--- src/rtl/wb_pkg.sv ---
// Shared Wishbone bridge definitions: FSM state encoding, bus widths and
// the fixed slave slots of the peripheral map.
package wb_pkg;

    typedef enum logic [1:0] {
        IDLE = 2'd0,
        BUS  = 2'd1,
        DONE = 2'd2
    } wb_state_t;

    localparam int WB_DW   = 32;
    localparam int WB_SELW = 4;

    localparam int UART_IDX = 0;
    localparam int SPI_IDX  = 1;
    localparam int VGA_IDX  = 2;

endpackage

--- src/rtl/wb_timeout_ctr.sv ---
// Saturating bus-cycle counter; expire_o flags the last permitted BUS cycle.
// A TIMEOUT of zero disables expiry entirely.
module wb_timeout_ctr #(
    parameter int TIMEOUT = 255
) (
    input  logic clk_i,
    input  logic rst_n_i,
    input  logic clr_i,
    input  logic en_i,
    output logic expire_o
);

    localparam int            CW   = (TIMEOUT > 0) ? $clog2(TIMEOUT + 1) : 1;
    localparam logic [CW-1:0] LAST = CW'((TIMEOUT > 0) ? TIMEOUT - 1 : 0);
    localparam logic [CW-1:0] MAX  = '1;

    logic [CW-1:0] cnt;

    always_ff @(posedge clk_i or negedge rst_n_i) begin
        if (!rst_n_i) begin
            cnt <= '0;
        end else if (clr_i) begin
            cnt <= '0;
        end else if (en_i && cnt != MAX) begin
            cnt <= cnt + 1'b1;
        end
    end

    assign expire_o = (TIMEOUT != 0) && (cnt == LAST);

endmodule

--- src/rtl/wb_master_mux.sv ---
// Wishbone classic master bridging the CPU data port to N_SLAVES peripherals,
// one outstanding transaction, with error-ack and timeout termination.
module wb_master_mux
    import wb_pkg::*;
#(
    parameter int N_SLAVES = 4,
    parameter int ADDR_W   = 16,
    parameter int SEL_LSB  = 16,
    parameter int SEL_W    = 2,
    parameter int TIMEOUT  = 255
) (
    input  logic                      clk_i,
    input  logic                      rst_n_i,
    input  logic                      mem_req_i,
    input  logic [WB_SELW-1:0]        mem_we_i,
    input  logic [31:0]               mem_addr_i,
    input  logic [WB_DW-1:0]          mem_data_i,
    output logic [WB_DW-1:0]          mem_data_o,
    output logic                      mem_ready_o,
    output logic                      mem_err_o,
    input  logic [N_SLAVES-1:0]       s_ack_i,
    input  logic [N_SLAVES-1:0]       s_err_i,
    input  logic [WB_DW*N_SLAVES-1:0] s_data_i,
    output logic [N_SLAVES-1:0]       s_cyc_o,
    output logic                      wb_stb_o,
    output logic                      wb_we_o,
    output logic [WB_SELW-1:0]        wb_sel_o,
    output logic [ADDR_W-1:0]         wb_adr_o,
    output logic [WB_DW-1:0]          wb_dat_o
);

    wb_state_t        state_q, state_d;
    logic [SEL_W-1:0] idx_q;
    logic [SEL_W-1:0] req_idx;
    logic             in_range;
    logic             err_q;
    logic             sel_ack;
    logic             sel_err;
    logic [WB_DW-1:0] sel_data;
    logic             expire;
    logic             unused_addr;

    assign req_idx     = mem_addr_i[SEL_LSB +: SEL_W];
    assign in_range    = int'(req_idx) < N_SLAVES;
    assign unused_addr = ^mem_addr_i;

    // Only the latched slave's response lines are looked at.
    always_comb begin
        sel_ack  = 1'b0;
        sel_err  = 1'b0;
        sel_data = '0;
        for (int k = 0; k < N_SLAVES; k++) begin
            if (idx_q == SEL_W'(k)) begin
                sel_ack  = s_ack_i[k];
                sel_err  = s_err_i[k];
                sel_data = s_data_i[k*WB_DW +: WB_DW];
            end
        end
    end

    wb_timeout_ctr #(
        .TIMEOUT (TIMEOUT)
    ) u_timeout (
        .clk_i    (clk_i),
        .rst_n_i  (rst_n_i),
        .clr_i    (state_q != BUS),
        .en_i     (state_q == BUS),
        .expire_o (expire)
    );

    always_ff @(posedge clk_i or negedge rst_n_i) begin
        if (!rst_n_i) begin
            state_q <= IDLE;
        end else begin
            state_q <= state_d;
        end
    end

    always_comb begin
        state_d = state_q;
        unique case (state_q)
            IDLE:    if (mem_req_i) state_d = in_range ? BUS : DONE;
            BUS:     if (sel_err || sel_ack || expire) state_d = DONE;
            DONE:    state_d = IDLE;
            default: state_d = IDLE;
        endcase
    end

    always_comb begin
        s_cyc_o     = '0;
        wb_stb_o    = 1'b0;
        mem_ready_o = 1'b0;
        mem_err_o   = 1'b0;
        unique case (state_q)
            BUS: begin
                wb_stb_o = 1'b1;
                for (int k = 0; k < N_SLAVES; k++) begin
                    s_cyc_o[k] = (idx_q == SEL_W'(k));
                end
            end
            DONE: begin
                mem_ready_o = 1'b1;
                mem_err_o   = err_q;
            end
            default: ;
        endcase
    end

    // Request fields are captured once in IDLE and held for the whole transaction.
    always_ff @(posedge clk_i or negedge rst_n_i) begin
        if (!rst_n_i) begin
            idx_q      <= '0;
            err_q      <= 1'b0;
            wb_adr_o   <= '0;
            wb_dat_o   <= '0;
            wb_we_o    <= 1'b0;
            wb_sel_o   <= '0;
            mem_data_o <= '0;
        end else begin
            unique case (state_q)
                IDLE: begin
                    if (mem_req_i) begin
                        idx_q    <= req_idx;
                        wb_adr_o <= mem_addr_i[ADDR_W-1:0];
                        wb_dat_o <= mem_data_i;
                        wb_we_o  <= |mem_we_i;
                        wb_sel_o <= (|mem_we_i) ? mem_we_i : '1;
                        err_q    <= !in_range;
                        if (!in_range) mem_data_o <= '0;
                    end
                end
                BUS: begin
                    if (sel_err) begin
                        err_q      <= 1'b1;
                        mem_data_o <= '0;
                    end else if (sel_ack) begin
                        err_q <= 1'b0;
                        if (!wb_we_o) mem_data_o <= sel_data;
                    end else if (expire) begin
                        err_q      <= 1'b1;
                        mem_data_o <= '0;
                    end
                end
                default: ;
            endcase
        end
    end

endmodule

--- config.mk ---
export PLATFORM = sky130hd
export DESIGN_NAME = wb_master_mux
export DESIGN_NICKNAME = d
export VERILOG_FILES = /design/src/rtl/wb_pkg.sv /design/src/rtl/wb_timeout_ctr.sv /design/src/rtl/wb_master_mux.sv
export SDC_FILE = /design/constraint.sdc
export NUM_CORES = 1
export LEC_CHECK = 0
export BUFFER_PORTS_ARGS = -buffer_cell sky130_fd_sc_hd__buf_2
export CELL_PAD_IN_SITES_DETAIL_PLACEMENT = 2
export CELL_PAD_IN_SITES_GLOBAL_PLACEMENT = 2
export CORE_MARGIN = 10
export CORE_UTILIZATION = 23
export CTS_CLUSTER_DIAMETER = 60
export DETAILED_ROUTE_END_ITERATION = 10
export PLACE_DENSITY = 0.82
export SYNTH_ARGS = -nofsm -noshare
export SYNTH_HDL_FRONTEND = slang
export SYNTH_HIERARCHICAL = 1
export SYNTH_SLANG_ARGS = --single-unit
--- constraint.sdc ---
create_clock -name clk_i -period 1.65 [get_ports clk_i]
set_input_delay 0 -clock clk_i [delete_from_list [all_inputs] [get_ports clk_i]]
set_output_delay 0 -clock clk_i [all_outputs]
set_load 0.1 [all_outputs]
## Word-level counts from Yosys, hierarchy flattened

Index checks and enable logic that the tools add are counted.

| operators by class | value |
|---|---|
| equality and inequality tests | 12 |
| add/sub/neg operators | 1 |
| mux-type cells | 31 |
| reduce and logical (&&, ||, !) cells | 13 |

Operator list:

| cell | number |
|---|---|
| $mux 32 | 8 |
| $mux 8 | 2 |
| $mux 1 | 15 |
| $add 8x1->8 const B | 1 |
| $eq 8x8->1 const B | 1 |
| $mux 4 | 2 |
| $ne 8x8->1 const B | 1 |
| $eq 2x2->1 const B | 3 |
| $reduce_and 3->1 | 2 |
| $eq 2x1->1 const B | 2 |
| $logic_not 2->1 | 2 |
| $mux 2 | 2 |
| $ne 2x2->1 const B | 2 |
| $ne 4x4->1 const B | 1 |
| $pmux 2 s2 | 1 |
| $reduce_and 2->1 | 2 |
| $reduce_bool 2->1 | 2 |
| $reduce_or 4->1 | 1 |
| $ne 3x2->1 const B | 1 |
| $reduce_bool 3->1 | 1 |
| $logic_or 1x1->1 | 2 |
| $ne 2x1->1 const B | 1 |
| $pmux 1 s2 | 1 |
| $logic_and 1x1->1 | 1 |

| storage, ports and cells | value |
|---|---|
| input port bits | 207 |
| logic and storage cells | 66 |
| bits in registers | 98 |
| output and inout bits | 92 |

## Depth between registers and ports, before layout

| depth | value |
|---|---|
| word-level depth | 9 |
| gate-level depth with buffers | 8 |
| depth with buffers taken out | 7 |

## Cells and area by module

The synthesis kept the hierarchy.

By module, submodules not included:

| module | area an instance (um^2) | instances | sequential area each (um^2) | cells an instance |
|---|---|---|---|---|
| wb_master_mux | 4202.8 | 1 | 2252.2 | 268 |
| wb_timeout_ctr | 508.0 | 1 | 200.2 | 52 |

## Worst setup path after synthesis

OpenSTA, ideal clock, no wires.

| path | value |
|---|---|
| path type | register to output |
| start | reg state_q[1] |
| end | out s_cyc_o[2] |
| setup slack | -2.333 ns |
| required time | 1.650 ns |
| path buffers | 1 |
| arrival time | 3.983 ns |
| cell stages (with the launch flop) | 5 |
| cell sequence | dfrtp_1 -> nor2b_1 -> clkbuf_1 -> inv_1 -> nor3b_1 |

| between the ends | value |
|---|---|
| word-level cells in the longest chain between the ends | 2 |

RTL lines:

| element | line | text |
|---|---|---|
| start: declaration | wb_master_mux.sv:32 | `wb_state_t state_q, state_d;` |
| start signal: assignment | wb_master_mux.sv:75 | `state_q <= state_d;` |
| $eq 2x1->1 | wb_master_mux.sv:94 | `unique case (state_q)` |
| $mux 4 | wb_master_mux.sv:94 |  |
| end: declaration | wb_master_mux.sv:24 | `output logic [N_SLAVES-1:0] s_cyc_o,` |

No other way between the ends.

## Worst setup path after layout

| path | value |
|---|---|
| start | reg idx_q[0] |
| end | reg mem_data_o[26] |

| between the ends | value |
|---|---|
| word-level cells in the longest chain between the ends | 8 |
| elaborated cells on any way between the ends | 22 |
| those cells by class | eq/ne (4); mux (15); reduce/logical (3) |

RTL lines:

| element | line | text |
|---|---|---|
| start: declaration | wb_master_mux.sv:33 | `logic [SEL_W-1:0] idx_q;` |
| start signal: assignment | wb_master_mux.sv:123 | `idx_q <= req_idx;` |
| $logic_not 2->1 | wb_master_mux.sv:53 | `if (idx_q == SEL_W'(k)) begin` |
| $mux 32 (4 in series) | wb_master_mux.sv:53 |  |
| $mux 32 | wb_master_mux.sv:138 | `if (!wb_we_o) mem_data_o <= sel_data;` |
| $mux 32 | wb_master_mux.sv:136 | `end else if (sel_ack) begin` |
| $mux 32 | wb_master_mux.sv:133 | `if (sel_err) begin` |
| end signal: assignment | wb_master_mux.sv:138 |  |
| end: declaration | wb_master_mux.sv:18 | `output logic [WB_DW-1:0] mem_data_o,` |

Parallel ways exist; a longest one is shown, timed or not. The select of a mux whose other input is x is not followed.
A chain may end at the register's enable or synchronous reset.

==> metrics.csv <==
metric,value,unit
worst_ep_required_time,1890,ps
htree_levels,3,
drive_gt1_frac,0.647,
die_h,163,um
grt_overflow_total,0,
synthDistinctLibCells,42,
relSlewSlack,0.613,
antenna_found_initial,4,
synth_edf_count,0,
max_clock_freq,554,MHz
wl,22400,um
status,"complete, but fails checks",
cp-start-kind,flop,
worstSetupPathType,flop to flop,
p_per_area,2300,mW/mm2
cts_buffers,9,
portBuffers,284,
grt_max_degree,99,
cts_tree,built,
preCtsSetupSlack,-170,ps
via_per_inst,4.61,
yosys_register_bits,98,
clock-sinks,98,
max-vdd-ir-drop,0.00152,V
worstPathMaxFanout,27,
r2r_cells,5,
reg2reg_to,mem_data_o[26],
clockBufferDepth,2,
drv_cap,0,
ys_async_sr_fraction,1.00,
crit_arrival,2040,ps
utilization,0.384,
antenna_left,0,
fin_ws,-155,ps
finalHoldViolations,0,
slew_viol_final,0,
min_period,1810,ps
synthCells,320,
clock_skew,7.93,ps
grt_pass1_wl,33300,um
vias,4427,
wl_per_cell,23.3,um
grt_pass1_vias,5412,
hold_start,mem_we_i[1],
root_buffer,clkbuf_16,
synth_fp_nets,529,
rows,52,
drc_errors,0,
r2r_start,idx_q[0],
cp-end-kind,flop,
clkTransAtPathRegs,70,ps
dr.pass1.iters,4,
yosysSeqAreaShare,0.521,
min_to,wb_sel_o[1],
drt_iter0_drc,137,
ys.flop_type,dfrtp_1,
core_area,0.0202,mm2
p_leak,3.73,nW
io_pins,299,
setup_viol,32,
syn_area_per_cell,14.7,um2
min_path_type,input pin to flop,
start_util,0.234,
worst_pin_slew,581,ps
post-route-period-util,1.09,
rsz0062_at_grt,yes,
fp.dieW,163,um
nets,893,
die_area,0.0266,mm2
dp_hpwl,17100,um
place_congestion,0.835,
syn_area,0.00471,mm2
track_usage,0.162,
clk_latency,350,ps
syn2layout_area_growth,64.4,%
holdPathStages,3,
violations,negative setup slack,
yosysWarningCount,6,
rrSetupSlack,-160,ps
## worst max path at each step
stage                     depth (start not counted)             end      from  slack, ps
after floorplan                                   3      s_cyc_o[2]  idx_q[1]       -190
after global placement                            6  mem_data_o[25]  idx_q[0]       -110
after detailed placement                          5  mem_data_o[13]  idx_q[0]       -170
after CTS                                         5  mem_data_o[13]  idx_q[0]       -180
after global routing                              5  mem_data_o[30]  idx_q[0]       -230
final                                             5  mem_data_o[26]  idx_q[0]       -160
## area by class of cell
type	count	area, um2
antenna	2	5.00
clock buffer	10	239
tap	270	338
sequential	98	2460
inverter	7	30.0
clock inverter	6	93.8
timing repair buffer	378	2450
fill	2125	12400
multi-input combinational	190	2130
## per-layer routing
layer / vias up / share of wire / track usage
met1: 2229 / 0.36 / 0.167
met3: 32 / 0.077 / 0.0612
li1: 1969 / - / -
met4: 4 / 0.019 / 0.0516
met5: - / 0.0010 / 0
met2: 193 / 0.54 / 0.296
## cell usage in the layout, fill, tap and decap left out, drive strengths merged, types with 5 or more instances in the layout
| cell | instances |
|---|---|
| dlygate4sd3 | 53 |
| dfrtp | 98 |
| mux2 | 51 |
| a21oi | 10 |
| buf | 323 |
| nand3 | 5 |
| mux4 | 34 |
| a22o | 32 |
| nor3 | 9 |
| nor2 | 14 |
| inv | 9 |
| and3 | 5 |
| clkbuf | 12 |
## synth_stat cells (all sizes together), types with 2 or more instances
cell	number	share of area
a21oi	10	0.011
ha	2	0.0053
a211oi	2	0.0032
buf	21	0.031
clkbuf	4	0.0032
dfrtp	98	0.52
nor2	14	0.012
and4	2	0.0040
a22o	32	0.059
mux2	51	0.12
a41oi	2	0.0037
nor2b	2	0.0027
o21ai	2	0.0029
a311oi	2	0.0037
nor3b	2	0.0032
nor3	9	0.0096
mux4	34	0.16
nand2	2	0.0016
nand3	5	0.0064
and3	5	0.0069
inv	7	0.0056
## worst max-delay path: stages, from the launching register on
cell and delay [ps]:
dfrtp_2 390, mux4_2 540, mux2i_2 210, o21ai_2 110
buf_12 170, a22o_1 250
## flip-flops by register name, summed over array words and instances (netlist names)
signal / flops
wb_adr_o: 16
wb_dat_o: 32
idx_q: 2
wb_we_o: 1
wb_sel_o: 4
u_timeout/cnt: 8
state_q: 2
err_q: 1
mem_data_o: 32
## logic make-up after synthesis
group / share of synthesized area
flops: 0.521
simple gates: 0.0547
buf+inv: 0.0398
compound gates: 0.0930
fa+ha+maj: 0.00531
mux: 0.287
## repair_timing
action / 4_1_cts / 5_1_grt
endpoints found under the hold margin: 150 / 0
resized for setup: 4 / 6
hold buffers: 53 / 0
pin swaps: 2 / 3
buffers inserted: 4 / 10
gates cloned: 0 / 1
endpoints found under the setup margin: 35 / 50
## through the flow
stage	cell area, um2	TNS, ps	hold WS, ps	std cells	total power [mW]
floorplan	4770	-2130	-296	320	12.7
global route	7750	-7320	2.77	961	18.6
global placement	6730	-2650	97.4	877	14.9
finish	7750	-4340	19.9	961	17.8
detailed placement	6730	-4740	124	877	15.2
CTS	7630	-4890	7.56	950	17.8
## power breakdown
group          leakage (nW)  total [mW]  internal, mW  switching (mW)
sequential             1.23        3.81          3.27           0.536
clock                 0.160        2.35          1.39           0.962
combinational          2.34        11.7          3.11            8.58
total                  3.73        17.8          7.76            10.1
(Power assumes the default switching activity.)
